[src/rtl/keypad_scanner_pkg.sv]
// keypad_pkg: shared types and constants for the 4x4 keypad scanner.
//   state_t      : debounce FSM states
//   cand_class_t : per-scan classification of the 16-bit key snapshot
//   ROW_PATTERN  : active-low one-cold row strobe for each row index
//   classify()   : NONE / SINGLE / MULTI from a completed snapshot
//   first_set()  : index of the highest set snapshot bit, {row, col}
package keypad_pkg;

   localparam int unsigned NUM_ROWS = 4;
   localparam int unsigned NUM_COLS = 4;
   localparam int unsigned SNAP_W   = NUM_ROWS * NUM_COLS;

   typedef enum logic [1:0] {IDLE, CONFIRM, HELD, RELEASE} state_t;
   typedef enum logic [1:0] {NONE, SINGLE, MULTI} cand_class_t;

   localparam logic [3:0] ROW_PATTERN [NUM_ROWS] =
      '{4'b1110, 4'b1101, 4'b1011, 4'b0111};

   function automatic cand_class_t classify(input logic [SNAP_W-1:0] snap);
      int ones;
      ones = $countones(snap);
      if (ones == 0)
         return NONE;
      else if (ones == 1)
         return SINGLE;
      return MULTI;
   endfunction

   // Snapshot bit index equals {row_idx, col_idx}, so the bit position is the key code.
   function automatic logic [3:0] first_set(input logic [SNAP_W-1:0] snap);
      logic [3:0] code;
      code = '0;
      for (int unsigned i = 0; i < SNAP_W; i++)
         if (snap[i]) code = 4'(i);
      return code;
   endfunction

endpackage

[src/rtl/keypad_scanner_if.sv]
// keypad_scanner_if: keypad matrix lines plus the key event outputs.
//   col_in    : keypad columns, active-low, asynchronous
//   row_out   : active-low one-cold row strobe
//   key_code  : {row_idx, col_idx} of the last accepted key
//   key_valid : one-cycle pulse per accepted press
//   key_held  : high while the accepted key is considered pressed
// master = scanner side, slave = keypad / consumer side.
interface keypad_scanner_if;
   logic [3:0] col_in;
   logic [3:0] row_out;
   logic [3:0] key_code;
   logic       key_valid;
   logic       key_held;

   modport master (
      input  col_in,
      output row_out, key_code, key_valid, key_held
   );

   modport slave (
      output col_in,
      input  row_out, key_code, key_valid, key_held
   );
endinterface

[src/rtl/keypad_scanner_debounce.sv]
// keypad_debounce: whole-scan debounce FSM for the keypad scanner.
//   clk, rst      : clock, synchronous active-high reset
//   i_scan_done   : high on the cycle a completed snapshot is evaluated
//   i_cand_class  : NONE / SINGLE / MULTI for that snapshot
//   i_cand_code   : key code when i_cand_class is SINGLE
//   o_key_code    : accepted key, held until the next accepted press
//   o_key_valid   : one-cycle pulse on acceptance
//   o_key_held    : level, high from acceptance until release completes
module keypad_debounce
   import keypad_pkg::*;
#(
   parameter int unsigned DEBOUNCE_SCANS = 4
) (
   input  logic        clk,
   input  logic        rst,
   input  logic        i_scan_done,
   input  cand_class_t i_cand_class,
   input  logic [3:0]  i_cand_code,
   output logic [3:0]  o_key_code,
   output logic        o_key_valid,
   output logic        o_key_held
);

   localparam int unsigned CNT_W = $clog2(DEBOUNCE_SCANS + 1);
   localparam logic [CNT_W-1:0] CNT_DONE = CNT_W'(DEBOUNCE_SCANS);

   state_t           r_state, w_state_nx;
   logic [CNT_W-1:0] r_cnt, w_cnt_nx, w_cnt_inc;
   logic [3:0]       r_cand, w_cand_nx;
   logic [3:0]       r_key_code, w_key_code_nx;
   logic             r_key_valid, w_key_valid_nx;
   logic             r_key_held, w_key_held_nx;
   logic             w_single, w_same_cand, w_same_key;

   always_ff @(posedge clk) begin
      if (rst) begin
         r_state     <= IDLE;
         r_cnt       <= '0;
         r_cand      <= '0;
         r_key_code  <= '0;
         r_key_valid <= 1'b0;
         r_key_held  <= 1'b0;
      end else begin
         r_state     <= w_state_nx;
         r_cnt       <= w_cnt_nx;
         r_cand      <= w_cand_nx;
         r_key_code  <= w_key_code_nx;
         r_key_valid <= w_key_valid_nx;
         r_key_held  <= w_key_held_nx;
      end
   end

   always_comb begin
      w_state_nx     = r_state;
      w_cnt_nx       = r_cnt;
      w_cand_nx      = r_cand;
      w_key_code_nx  = r_key_code;
      w_key_valid_nx = 1'b0;
      w_key_held_nx  = r_key_held;
      w_cnt_inc      = r_cnt + 1'b1;
      w_single       = (i_cand_class == SINGLE);
      w_same_cand    = w_single && (i_cand_code == r_cand);
      w_same_key     = w_single && (i_cand_code == r_key_code);

      if (i_scan_done) begin
         unique case (r_state)
            IDLE: begin
               if (w_single) begin
                  w_state_nx = CONFIRM;
                  w_cand_nx  = i_cand_code;
                  w_cnt_nx   = CNT_W'(1);
               end
            end
            CONFIRM: begin
               if (w_same_cand) begin
                  w_cnt_nx = w_cnt_inc;
                  if (w_cnt_inc == CNT_DONE) begin
                     w_state_nx     = HELD;
                     w_key_code_nx  = r_cand;
                     w_key_valid_nx = 1'b1;
                     w_key_held_nx  = 1'b1;
                  end
               end else if (w_single) begin
                  w_cand_nx = i_cand_code;
                  w_cnt_nx  = CNT_W'(1);
               end else begin
                  w_state_nx = IDLE;
                  w_cnt_nx   = '0;
               end
            end
            HELD: begin
               if (!w_same_key) begin
                  w_state_nx = RELEASE;
                  w_cnt_nx   = CNT_W'(1);
               end
            end
            RELEASE: begin
               // Return to HELD on bounce without re-announcing the key.
               if (w_same_key) begin
                  w_state_nx = HELD;
                  w_cnt_nx   = CNT_DONE;
               end else begin
                  w_cnt_nx = w_cnt_inc;
                  if (w_cnt_inc == CNT_DONE) begin
                     w_state_nx    = IDLE;
                     w_cnt_nx      = '0;
                     w_key_held_nx = 1'b0;
                  end
               end
            end
            default: begin
               w_state_nx = IDLE;
               w_cnt_nx   = '0;
            end
         endcase
      end
   end

   assign o_key_code  = r_key_code;
   assign o_key_valid = r_key_valid;
   assign o_key_held  = r_key_held;

endmodule

[src/rtl/keypad_scanner.sv]
// keypad_scanner: 4x4 matrix keypad scanner with whole-scan debounce.
//   clk, rst : clock, synchronous active-high reset
//   kp       : keypad_scanner_if.master
//              col_in (in), row_out, key_code, key_valid, key_held (out)
// Rows are strobed for SCAN_DIV cycles each; the synchronized columns are
// sampled on the last slot of every row into a 16-bit snapshot, which is
// classified and handed to keypad_debounce one cycle after row 3 is sampled.
module keypad_scanner
   import keypad_pkg::*;
#(
   parameter int unsigned SCAN_DIV       = 50000,
   parameter int unsigned DEBOUNCE_SCANS = 4
) (
   input  logic             clk,
   input  logic             rst,
   keypad_scanner_if.master kp
);

   localparam int unsigned SLOT_W = $clog2(SCAN_DIV);

   logic [NUM_COLS-1:0] r_sync1, r_sync2;
   logic [SLOT_W-1:0]   r_slot;
   logic [1:0]          r_row_idx;
   logic [SNAP_W-1:0]   r_snap;
   logic                r_scan_done;
   logic                w_sample;
   cand_class_t         w_cand_class;
   logic [3:0]          w_cand_code;
   logic [3:0]          w_key_code;
   logic                w_key_valid, w_key_held;

   assign w_sample = (r_slot == SLOT_W'(SCAN_DIV - 1));

   always_ff @(posedge clk) begin
      if (rst) begin
         r_sync1     <= '1;
         r_sync2     <= '1;
         r_slot      <= '0;
         r_row_idx   <= '0;
         r_snap      <= '0;
         r_scan_done <= 1'b0;
      end else begin
         r_sync1     <= kp.col_in;
         r_sync2     <= r_sync1;
         r_scan_done <= w_sample && (r_row_idx == 2'd3);
         // Evaluation happens on slot 0, never on a sample slot, so the
         // clear below cannot collide with a snapshot write.
         if (r_scan_done)
            r_snap <= '0;
         if (w_sample) begin
            r_slot    <= '0;
            r_row_idx <= r_row_idx + 2'd1;
            r_snap[{r_row_idx, 2'b00} +: NUM_COLS] <= ~r_sync2;
         end else begin
            r_slot <= r_slot + 1'b1;
         end
      end
   end

   always_comb begin
      w_cand_class = classify(r_snap);
      w_cand_code  = first_set(r_snap);
   end

   keypad_debounce #(
      .DEBOUNCE_SCANS (DEBOUNCE_SCANS)
   ) u_debounce (
      .clk          (clk),
      .rst          (rst),
      .i_scan_done  (r_scan_done),
      .i_cand_class (w_cand_class),
      .i_cand_code  (w_cand_code),
      .o_key_code   (w_key_code),
      .o_key_valid  (w_key_valid),
      .o_key_held   (w_key_held)
   );

   assign kp.row_out   = ROW_PATTERN[r_row_idx];
   assign kp.key_code  = w_key_code;
   assign kp.key_valid = w_key_valid;
   assign kp.key_held  = w_key_held;

endmodule

[src/flat_wrapper.sv]
// flat-port wrapper written by rule: the top's interface ports become plain ports
module keypad_scanner_flat import keypad_pkg::*;
#(
   parameter int unsigned SCAN_DIV       = 50000,
   parameter int unsigned DEBOUNCE_SCANS = 4
)
  (clk, rst, kp_col_in, kp_row_out, kp_key_code, kp_key_valid, kp_key_held);
  keypad_scanner_if kp_i ();
  input  logic clk;
  input  logic rst;
  input wire logic [$bits(kp_i.col_in)-1:0] kp_col_in;
  output wire logic [$bits(kp_i.row_out)-1:0] kp_row_out;
  output wire logic [$bits(kp_i.key_code)-1:0] kp_key_code;
  output wire logic [$bits(kp_i.key_valid)-1:0] kp_key_valid;
  output wire logic [$bits(kp_i.key_held)-1:0] kp_key_held;
  assign kp_i.col_in = kp_col_in;
  assign kp_row_out = kp_i.row_out;
  assign kp_key_code = kp_i.key_code;
  assign kp_key_valid = kp_i.key_valid;
  assign kp_key_held = kp_i.key_held;
  keypad_scanner #(.SCAN_DIV(SCAN_DIV), .DEBOUNCE_SCANS(DEBOUNCE_SCANS)) u_core (.clk(clk), .rst(rst), .kp(kp_i));
endmodule
[config.mk]
export PLATFORM = sky130hd
export DESIGN_NAME = keypad_scanner_flat
export DESIGN_NICKNAME = d
export VERILOG_FILES = /design/src/rtl/keypad_scanner_pkg.sv /design/src/rtl/keypad_scanner_if.sv /design/src/rtl/keypad_scanner_debounce.sv /design/src/rtl/keypad_scanner.sv /design/src/flat_wrapper.sv
export SDC_FILE = /design/constraint.sdc
export NUM_CORES = 1
export LEC_CHECK = 0
export CORE_ASPECT_RATIO = 1.4
export CORE_UTILIZATION = 55
export DETAILED_ROUTE_END_ITERATION = 8
export GPL_TIMING_DRIVEN = 0
export HOLD_SLACK_MARGIN = 0.15
export PLACE_DENSITY = 0.82
export SLEW_MARGIN = 20
export SYNTH_ARGS = -nofsm -noshare
export SYNTH_HDL_FRONTEND = slang
export SYNTH_SLANG_ARGS = --single-unit
export TNS_END_PERCENT = 5
[constraint.sdc]
create_clock -name clk -period 5.7 [get_ports clk]
set_input_delay 0.57 -clock clk [delete_from_list [all_inputs] [get_ports clk]]
set_output_delay 0.57 -clock clk [all_outputs]
set_load 0.02 [all_outputs]
* After elaboration in Yosys (flattened, before gate mapping)
Cells that the tools add are included.
W data, S select, Z words.
** Cells by class
- Add/subtract/negate cells :: 19
- $lt $le $gt $ge :: 1
- Shifts and indexed selects :: 2
- Bitwise gates (word level) :: 5
- Multiplexer cells :: 51
- Equal/unequal tests :: 20
- Reductions and logical operators :: 14
** Operator list (number)
- $add A32 B32 Y32 :: 7
- $mux W16 :: 3
- $mux W4 :: 12
- $eq A32 B2 Y1 const B :: 1
- $logic_not A32 Y1 :: 1
- $mux W3 :: 9
- $mux W2 :: 12
- $add A1 B1 Y2 :: 8
- $add A16 B1 Y16 const B :: 1
- $bwmux W16 :: 1
- $eq A16 B16 Y1 const B :: 1
- $shift A4 B6 Y16 const A :: 1
- $shiftx A4 B6 Y16 :: 1
- $ne A2 B2 Y1 const B :: 7
- $pmux W3 S4 :: 1
- $reduce_and A6 Y1 :: 2
- $mux W1 :: 9
- $ne A3 B3 Y1 const B :: 3
- $bmux W4 S2 :: 1
- $eq A4 B4 Y1 :: 2
- $pmux W2 S4 :: 1
- $pmux W4 S2 :: 1
- $eq A2 B2 Y1 const B :: 3
- $neg A4 Y6 :: 1
- 16 further kinds :: 23
** Word-level totals
- Output and inout port bits :: 10
- Input port bits :: 6
- Logic and storage cells :: 124
- Bits in registers :: 58

* Depth between registers and ports, before layout
Gate-level depths: netlist (run 1).
- Word-level depth :: 19
- Mapped depth :: 20
- Gate-level depth less buffers :: 19

* Hierarchy
From an unflattened synthesis (run 1), not the netlist that was laid out.
** Second synthesis, totals
- Cell total of the unflattened synthesis :: 352
- Area total of the unflattened synthesis :: 3168.0 um^2
** By module, submodules not included
- keypad_scanner :: area an instance 2302.2 um^2, cells an instance 262, instances 1
- keypad_debounce :: area an instance 865.8 um^2, cells an instance 90, instances 1

* Worst setup path before layout (run 1)
Ideal clock, no wire load.
- Path type :: flip-flop to flip-flop
- Start :: reg u_core.r_snap[5]
- End :: reg u_core.u_debounce.r_key_code[3] (netlist: u_core.u_debounce.o_key_code[3])
- Path buffers :: 1
- Data required time :: 5.572 ns
- Slack :: 0.917 ns
- Cell stages (with the launch flop) :: 19
- Clock period less this slack :: 4.783 ns
- Arrival time :: 4.656 ns
- Cells stage by stage :: dfxtp_1 > inv_1 > ha_1 > inv_1 > fa_1 > fa_1 > fa_1 > inv_1 > fa_1 > ha_1 > fa_1 > nor4b_1 > o211ai_1 > or2_2 > nor2_1 > and3_1 > buf_6 > mux2i_1 > nor2_1
** Between the ends
- Cells in the longest elaborated chain, start to end :: 14
- Elaborated cells between the ends (all ways) :: 25
** Ends and longest elaborated chain
- from (decl) :: RTL line keypad_scanner.sv:24 : logic [SNAP_W-1:0] r_snap;
- from (signal, indexed assignment) :: RTL line keypad_scanner.sv:53 : r_snap[{r_row_idx, 2'b00} +: NUM_COLS] <= ~r_sync2;
- parallel branches: the longest is 12 deep, another holds $add A32 B32 Y32
- $logic_and A1 B1 Y1 * :: RTL line keypad_scanner_debounce.sv:62 : w_same_cand = w_single && (i_cand_code == r_cand);
- $reduce_and A4 Y1 (no source line) *
- to (signal assigned) :: RTL line keypad_scanner_debounce.sv:47 : r_key_code <= w_key_code_nx;
- to (decl) :: RTL line keypad_scanner_debounce.sv:30 : logic [3:0] r_key_code, w_key_code_nx;
Mark *: on every way between the ends.
A chain may end at the register's enable or synchronous reset.

* Worst setup path in the final report (run 1)
- Start :: reg u_core.r_snap[5]
- End :: reg u_core.u_debounce.r_key_code[1] (netlist: u_core.u_debounce.o_key_code[1])
Same word-level chain as after synthesis.

==> results of run 1 <==
## layout make-up
| type | count | area [µm²] | share of cell area |
|---|---|---|---|
| Multi-Input combinational cell | 277 | 2024 | 0.5324 |
| Inverter | 41 | 153.9 | 0.04047 |
| Clock inverter | 6 | 32.53 | 0.008555 |
| Tap cell | 70 | 87.58 | 0.02303 |
| Sequential cell | 58 | 1161 | 0.3054 |
| Clock buffer | 10 | 137.6 | 0.03620 |
| Timing Repair Buffer | 15 | 150.1 | 0.03949 |
| Buffer | 12 | 55.05 | 0.01448 |
## report_power, final
group | switching (mW) | total (mW) | internal [mW]
logic | 0.00937 | 0.0173 | 0.00794
registers | 0.00278 | 0.413 | 0.410
clock network | 0.161 | 0.326 | 0.165
total | 0.173 | 0.756 | 0.583
## registers in the layout, summed over array words and instances (netlist names)
register,cells
u_core.r_sync1,4
u_core.r_slot,16
u_core.u_debounce.r_state,2
u_core.u_debounce.o_key_held,1
u_core.u_debounce.r_cand,4
u_core.u_debounce.r_cnt,3
u_core.u_debounce.o_key_valid,1
u_core.r_scan_done,1
u_core.r_snap,16
u_core.r_row_idx,2
u_core.r_sync2,4
u_core.u_debounce.o_key_code,4
## cells in the mapped netlist (2+ instances only)
library cell	count
a211o_1	2
a21oi_1	13
a2bb2oi_1	4
a311oi_2	2
a31oi_1	10
and2_1	2
and3_1	9
buf_2	2
clkbuf_1	9
dfxtp_1	58
fa_1	11
ha_1	25
inv_1	41
mux2i_1	7
nand2_1	12
nand2b_1	3
nand3_1	10
nand4_1	2
nor2_1	61
nor2b_1	5
nor3_1	16
nor3b_1	5
nor4_1	4
nor4b_1	2
o211ai_1	2
o21ai_0	6
o21ai_1	2
or2_2	12
or3_1	6
or3b_2	2
or4_4	2
xnor2_1	12
xor2_1	4
## per-layer routing
metal | vias up | part of all wire | routed length [µm]
met4 | 0 | 0.015 | 106
met3 | 9 | 0.016 | 109
met1 | 1298 | 0.42 | 2897
met5 | - | 0 | 0
li1 | 1393 | - | -
met2 | 34 | 0.55 | 3774
## cell families after synthesis
family | after synthesis | synth area share
DFF | 58 | 0.3421
and+or+nand+nor | 160 | 0.2492
buffers and inverters | 53 | 0.06156
adders and majority gates | 36 | 0.1570
xor gates and xnor gates | 16 | 0.04128
muxes | 7 | 0.02064
AOI/OAI and AO/OA | 58 | 0.1283
## final timing paths
path / startpoint / cells past startpoint / slack, ps / end
setup / recovery: u_core.r_snap[5] / 18 / 510 / u_core.u_debounce.o_key_code[1]
hold / removal: u_core.r_sync1[0] / 1 / 400 / u_core.r_sync2[0]
setup reg to reg: u_core.r_snap[5] / 18 / 510 / u_core.u_debounce.o_key_code[1]
hold reg to reg: u_core.r_sync1[0] / 1 / 400 / u_core.r_sync2[0]
## critical path: cells and delay by family, from the launching register on
family	cells	cell delay, ps
buffers and inverters	4	330
flip-flops	1	430
AO/OA/AOI/OAI	1	250
multiplexers	1	190
adder cells (fa/ha/maj)	7	2870
AND/OR/NAND/NOR	5	1000
## stage by stage
step | power (mW) | instances
after floorplan | 0.4312 | 388
final | 0.7561 | 489
after global routing | 0.7825 | 489
after detailed placement | 0.4392 | 473
after global placement | 0.4385 | 473
after CTS | 0.7620 | 489
==> out/qor.txt, run 1 <==
outcome: complete, no violations
Worst Setup Path Type: reg -> reg
RSZ-0062 raised after global routing: no
DR DRC count: 0
Post-Synthesis Net Count: 430
Overflow after GRT: 0
cell mode on critical path: fa_1
fin crit period: 5193 ps
grt met3 use: 0.02899
hold_buf cts: 0
cts bufs inserted: 9
share of cells above drive strength 1: 0.1026
Post-synth ARST share: 0
initial antenna violation count: 0
Post-CTS Setup Inserts: 0
critical-path cell list: inv_1 > ha_1 > inv_1 > fa_1 > fa_1 > fa_1 > inv_1 > fa_1 > ha_1 > fa_1 > nor4b_1 > o211ai_1 > or2_2 > nor2_1 > and3_1 > buf_6 > mux2i_1 > nor2_1
GPL Wtd Cong: 0.8082
# rows: 33
PwrDens: 198.9 nW/µm²
dpl cell area: 3632 µm²
Detail Placement HPWL: 5272 µm
# clock sinks: 58
CP endpoint kind: flop
Required @ worst endpoint: 5910 ps
Root Driver: clkbuf_8
pre-CTS setup slack: 505.4 ps
Final Cell Area: 3802 µm²
area grow syn2layout: 12.02%
cts repair resizes: 0
library cells used by synthesis: 58
cell area after synthesis: 3395 µm²
worst hold slack: 402.5 ps
final setup margin: 507.1 ps
most frequent cells in the layout: nor2_1 (61), dfxtp_1 (58), inv_1 (41)
sequential area share after synthesis: 0.3421
GR peak layer: met2
cells after synthesis: 388
maxcap violations: 0
fillers: 516
DR WL/cell: 14.08 µm
Die X: 68.40 µm
DRT Wirelength: 6886 µm
Tot GR Track Use: 0.2408
slowest CP cell: fa_1
final setup fails: 0
worst-margin pin slew: 669.8 ps
dominant cell type by area after synthesis: dfxtp_1
Chip Height: 94.96 µm
CP Launch Type: flop
routed vias: 2734
Synth Register Bits: 58
min-delay worst type: reg -> reg
ANT nets after route: 0
number of detailed-route iterations in the first pass: 4
largest net degree at the start of global routing: 11
I/O Pins: 16
Post-synth EDFFs: 0
CP Max Fanout: 5
max_slew headroom: 0.5525
Clock Latency Late Sink: 330 ps
worst path arrival time: 5400 ps
deepest clock path buffer count: 2
final core occ: 0.6440
# diodes: 0
fin crit share: 0.9110
Setup TNS: 0 ps
commonest non-fill, non-tap cell in the layout: nor2_1
first-pass GRT wire length: 11520 µm
Final Net Count: 456
area of the core: 5904 µm²
initial drt markers: 77
Fmax achieved: 192.6 MHz
die area: 6494 µm²
GR Util met2: 0.4493
post-synth top area share: 0.3421
CP max stage delay: 540 ps
Hold Vio Cnt, Final: 0
met1 Resource Use GR: 0.2420
Synth area leaders: dfxtp_1 (34%), ha_1 (9.2%), nor2_1 (6.7%)
CTS clk-pin slew, worst paths: 70 ps
vias per inst: 5.591
IO buf count: 15
H-tree Lvls: 3
leak pwr: 1.563 nW
Avg Cell Area, Syn: 8.749 µm²
Slew Limit Fails: 0
initial core utilization: 0.5749
Peak supply drop: 172.5 µV
vias in the first global route: 2754
clock skew: 4.394 ps
Top FF cell, synth: dfxtp_1
Yosys warning total: 0
CTS tree: built
Power figures use the tool's default switching activity.
==> run 2: changes to the inputs <==
--- a/config.mk
+++ b/config.mk
@@ -10,7 +10,7 @@
 export DETAILED_ROUTE_END_ITERATION = 8
 export GPL_TIMING_DRIVEN = 0
 export HOLD_SLACK_MARGIN = 0.15
-export PLACE_DENSITY = 0.82
+export PLACE_DENSITY = 0.73
 export SLEW_MARGIN = 20
 export SYNTH_ARGS = -nofsm -noshare
 export SYNTH_HDL_FRONTEND = slang
==> run 2 against run 1 <==
Worst hold slack improved by 4.4 ps. First-iteration DRC count rose by 21%. Power is 15% higher. Critical path depth shrank 1. Combinational power is essentially flat. Critical path type unchanged. Critical endpoint is now u_core.u_debounce.o_key_code[2].
==> out/qor.txt, run 2 (synthesis gave the netlist of run 1 again) <==
cts bufs inserted: 9 (unchanged)
cell total after placement: 473 (unchanged)
fillers: 510 (-1.2%)
share of cells above drive strength 1: 0.1026 (unchanged)
maxcap violations: 0 (unchanged)
final setup fails: 0 (unchanged)
leak pwr: 1.590 nW (+1.7%)
slowest CP cell: fa_1
Clock Latency Late Sink: 330 ps (about the same)
Fmax achieved: 190.5 MHz (-1.1%)
dpl cell area: 3632 µm² (unchanged)
area of the core: 5904 µm² (unchanged)
max_slew headroom: 0.5767 (+0.02417)
DR DRC count: 0 (unchanged)
Final Non-Filler Cells: 489 (unchanged)
largest net degree at the start of global routing: 11 (unchanged)
RSZ-0062 raised after global routing: no
GPL Wtd Cong: 0.7924 (-2.0%)
CP Max Fanout: 9 (+4)
# clock sinks: 58 (unchanged)
final setup margin: 449.6 ps (-57.51 ps)
# rows: 33 (unchanged)
ANT nets after route: 0 (unchanged)
flop-to-flop setup slack: 450 ps (-60 ps)
IO buf count: 15 (unchanged)
DR WL/cell: 13.95 µm (-0.93%)
deepest clock path buffer count: 2 (unchanged)
min-delay worst type: reg -> reg
HP Start: u_core.r_sync1[0]
Root Driver: clkbuf_8
Hold Vio Cnt, Final: 0 (unchanged)
worst-margin pin slew: 633.6 ps (-36.18 ps)
# diodes: 0 (unchanged)
PwrDens: 225.0 nW/µm² (+13%)
die area: 6494 µm² (unchanged)
I/O Pins: 16 (unchanged)
H-tree Lvls: 3 (unchanged)
CP endpoint kind: flop
cts repair resizes: 0 (unchanged)
hold depth: 1 (unchanged)
routed vias: 2764 (+1.1%)
Detail Placement HPWL: 5179 µm (-1.8%)
Slew Limit Fails: 0 (unchanged)
Setup TNS: 0 ps (unchanged)
hold_buf cts: 0 (unchanged)
cell family with most CP delay: adder cells
Hold EP: u_core.r_sync2[0]
CTS tree: built
initial drt markers: 93 (+21%)
worst r2r src: u_core.r_snap[10]
outcome: complete, no violations
Seq. cell area: 1161 µm² (unchanged)
CTS clk-pin slew, worst paths: 60 ps (about the same)
Regs by FF count: u_core.r_slot (16), u_core.r_snap (16)
vias in the first global route: 2641 (-4.1%)
Post-CTS Setup Inserts: 0 (unchanged)
initial core utilization: 0.5749 (unchanged)
worst reg2reg endpoint: u_core.u_debounce.o_key_code[2]
Required @ worst endpoint: 5910 ps (about the same)
Die X: 68.40 µm (unchanged)
total power: 0.8708 mW (+15%)
initial antenna violation count: 0 (unchanged)
Tot GR Track Use: 0.2411 (+0.0003891)
cell mode on critical path: fa_1
critical-path cell list: ha_1 > inv_1 > fa_1 > fa_1 > fa_1 > inv_1 > fa_1 > ha_1 > fa_1 > nor4b_1 > o211ai_1 > or2_2 > nor2_1 > and3_1 > buf_6 > mux2i_1 > nor2_1
Worst Setup Path Type: reg -> reg
pre-CTS setup slack: 423.3 ps (-82.09 ps)
DRT Wirelength: 6822 µm (-0.93%)
first-pass GRT wire length: 11700 µm (+1.6%)
CP max stage delay: 540 ps (about the same)
number of detailed-route iterations in the first pass: 4 (unchanged)
area grow syn2layout: 14.01%
Buf/Inv on CP: 3 (-1)
fin crit share: 0.9211 (+0.01009)
commonest non-fill, non-tap cell in the layout: nor2_1
r2r worst-path depth: 17 (-1)
Final Net Count: 456 (unchanged)
fin crit period: 5250 ps (+57.51 ps)
Peak supply drop: 189.8 µV (+10%)
CP Launch Type: flop
Overflow after GRT: 0 (unchanged)
clock skew: 6.050 ps (+1.657 ps)
Chip Height: 94.96 µm (unchanged)
worst path arrival time: 5460 ps (+60 ps)
Final Cell Area: 3870 µm² (+1.8%)
vias per inst: 5.652 (+1.1%)
area occupied by multi-input gates: 2024 µm² (unchanged)
most frequent cells in the layout: nor2_1 (61), dfxtp_1 (58), inv_1 (41)
run 2: cell types whose count changed in the layout (fill, tap and decap cells not counted):
cell,delta
clkinv_2,-4
bufinv_16,+2
clkbuf_8,+2
run 2: power breakdown:
part           total (mW)  internal (mW)  switching (mW)
sequential          0.413          0.410         0.00284
clock               0.441          0.281           0.160
combinational      0.0176        0.00805         0.00953
total               0.871          0.699           0.172
run 2: worst max path at each step:
stage,startpoint,endpoint,slack (ps),cells past startpoint
after floorplan,u_core.r_snap[5],u_core.u_debounce.o_key_code[3],920,18
after global placement,u_core.r_snap[10],u_core.u_debounce.o_key_code[3],550,17
after detailed placement,u_core.r_snap[7],u_core.u_debounce.o_key_code[0],420,17
after CTS,u_core.r_snap[7],u_core.u_debounce.o_key_code[0],430,17
after global routing,u_core.r_snap[10],u_core.u_debounce.o_key_code[2],60,17
final,u_core.r_snap[10],u_core.u_debounce.o_key_code[2],450,17
run 2: layout make-up:
class	count	area share
Buffer	12	0.01423
Clock buffer	12	0.04268
Clock inverter	4	0.01875
Inverter	41	0.03977
Multi-Input combinational cell	277	0.5231
Sequential cell	58	0.3000
Tap cell	70	0.02263
Timing Repair Buffer	15	0.03880
run 2: worst register-to-register path, stage by stage, from the launching register on:
cell      delay, ps
dfxtp_1         500
ha_1            210
inv_1            50
fa_1            520
fa_1            460
fa_1            540
inv_1            50
fa_1            470
ha_1            240
fa_1            450
nor4b_1         270
o211ai_1        280
or2_2           400
nor2_1          140
and3_1          180
buf_6           130
mux2i_1         190
nor2_1           50
run 2: layer usage:
layer,GRT usage,wire [µm],vias up
li1,-,-,1397
met1,0.2705,2908,1313
met2,0.4199,3562,41
met3,0.06522,203,13
met4,0.09201,147,0
met5,0,0,-
run 2: stage by stage:
step	hold WS (ps)	utilization
after global routing	422.0	0.6554
after detailed placement	395.7	0.6152
after CTS	411.1	0.6554
after floorplan	389.5	-
final	406.8	0.6554
after global placement	391.0	0.6152
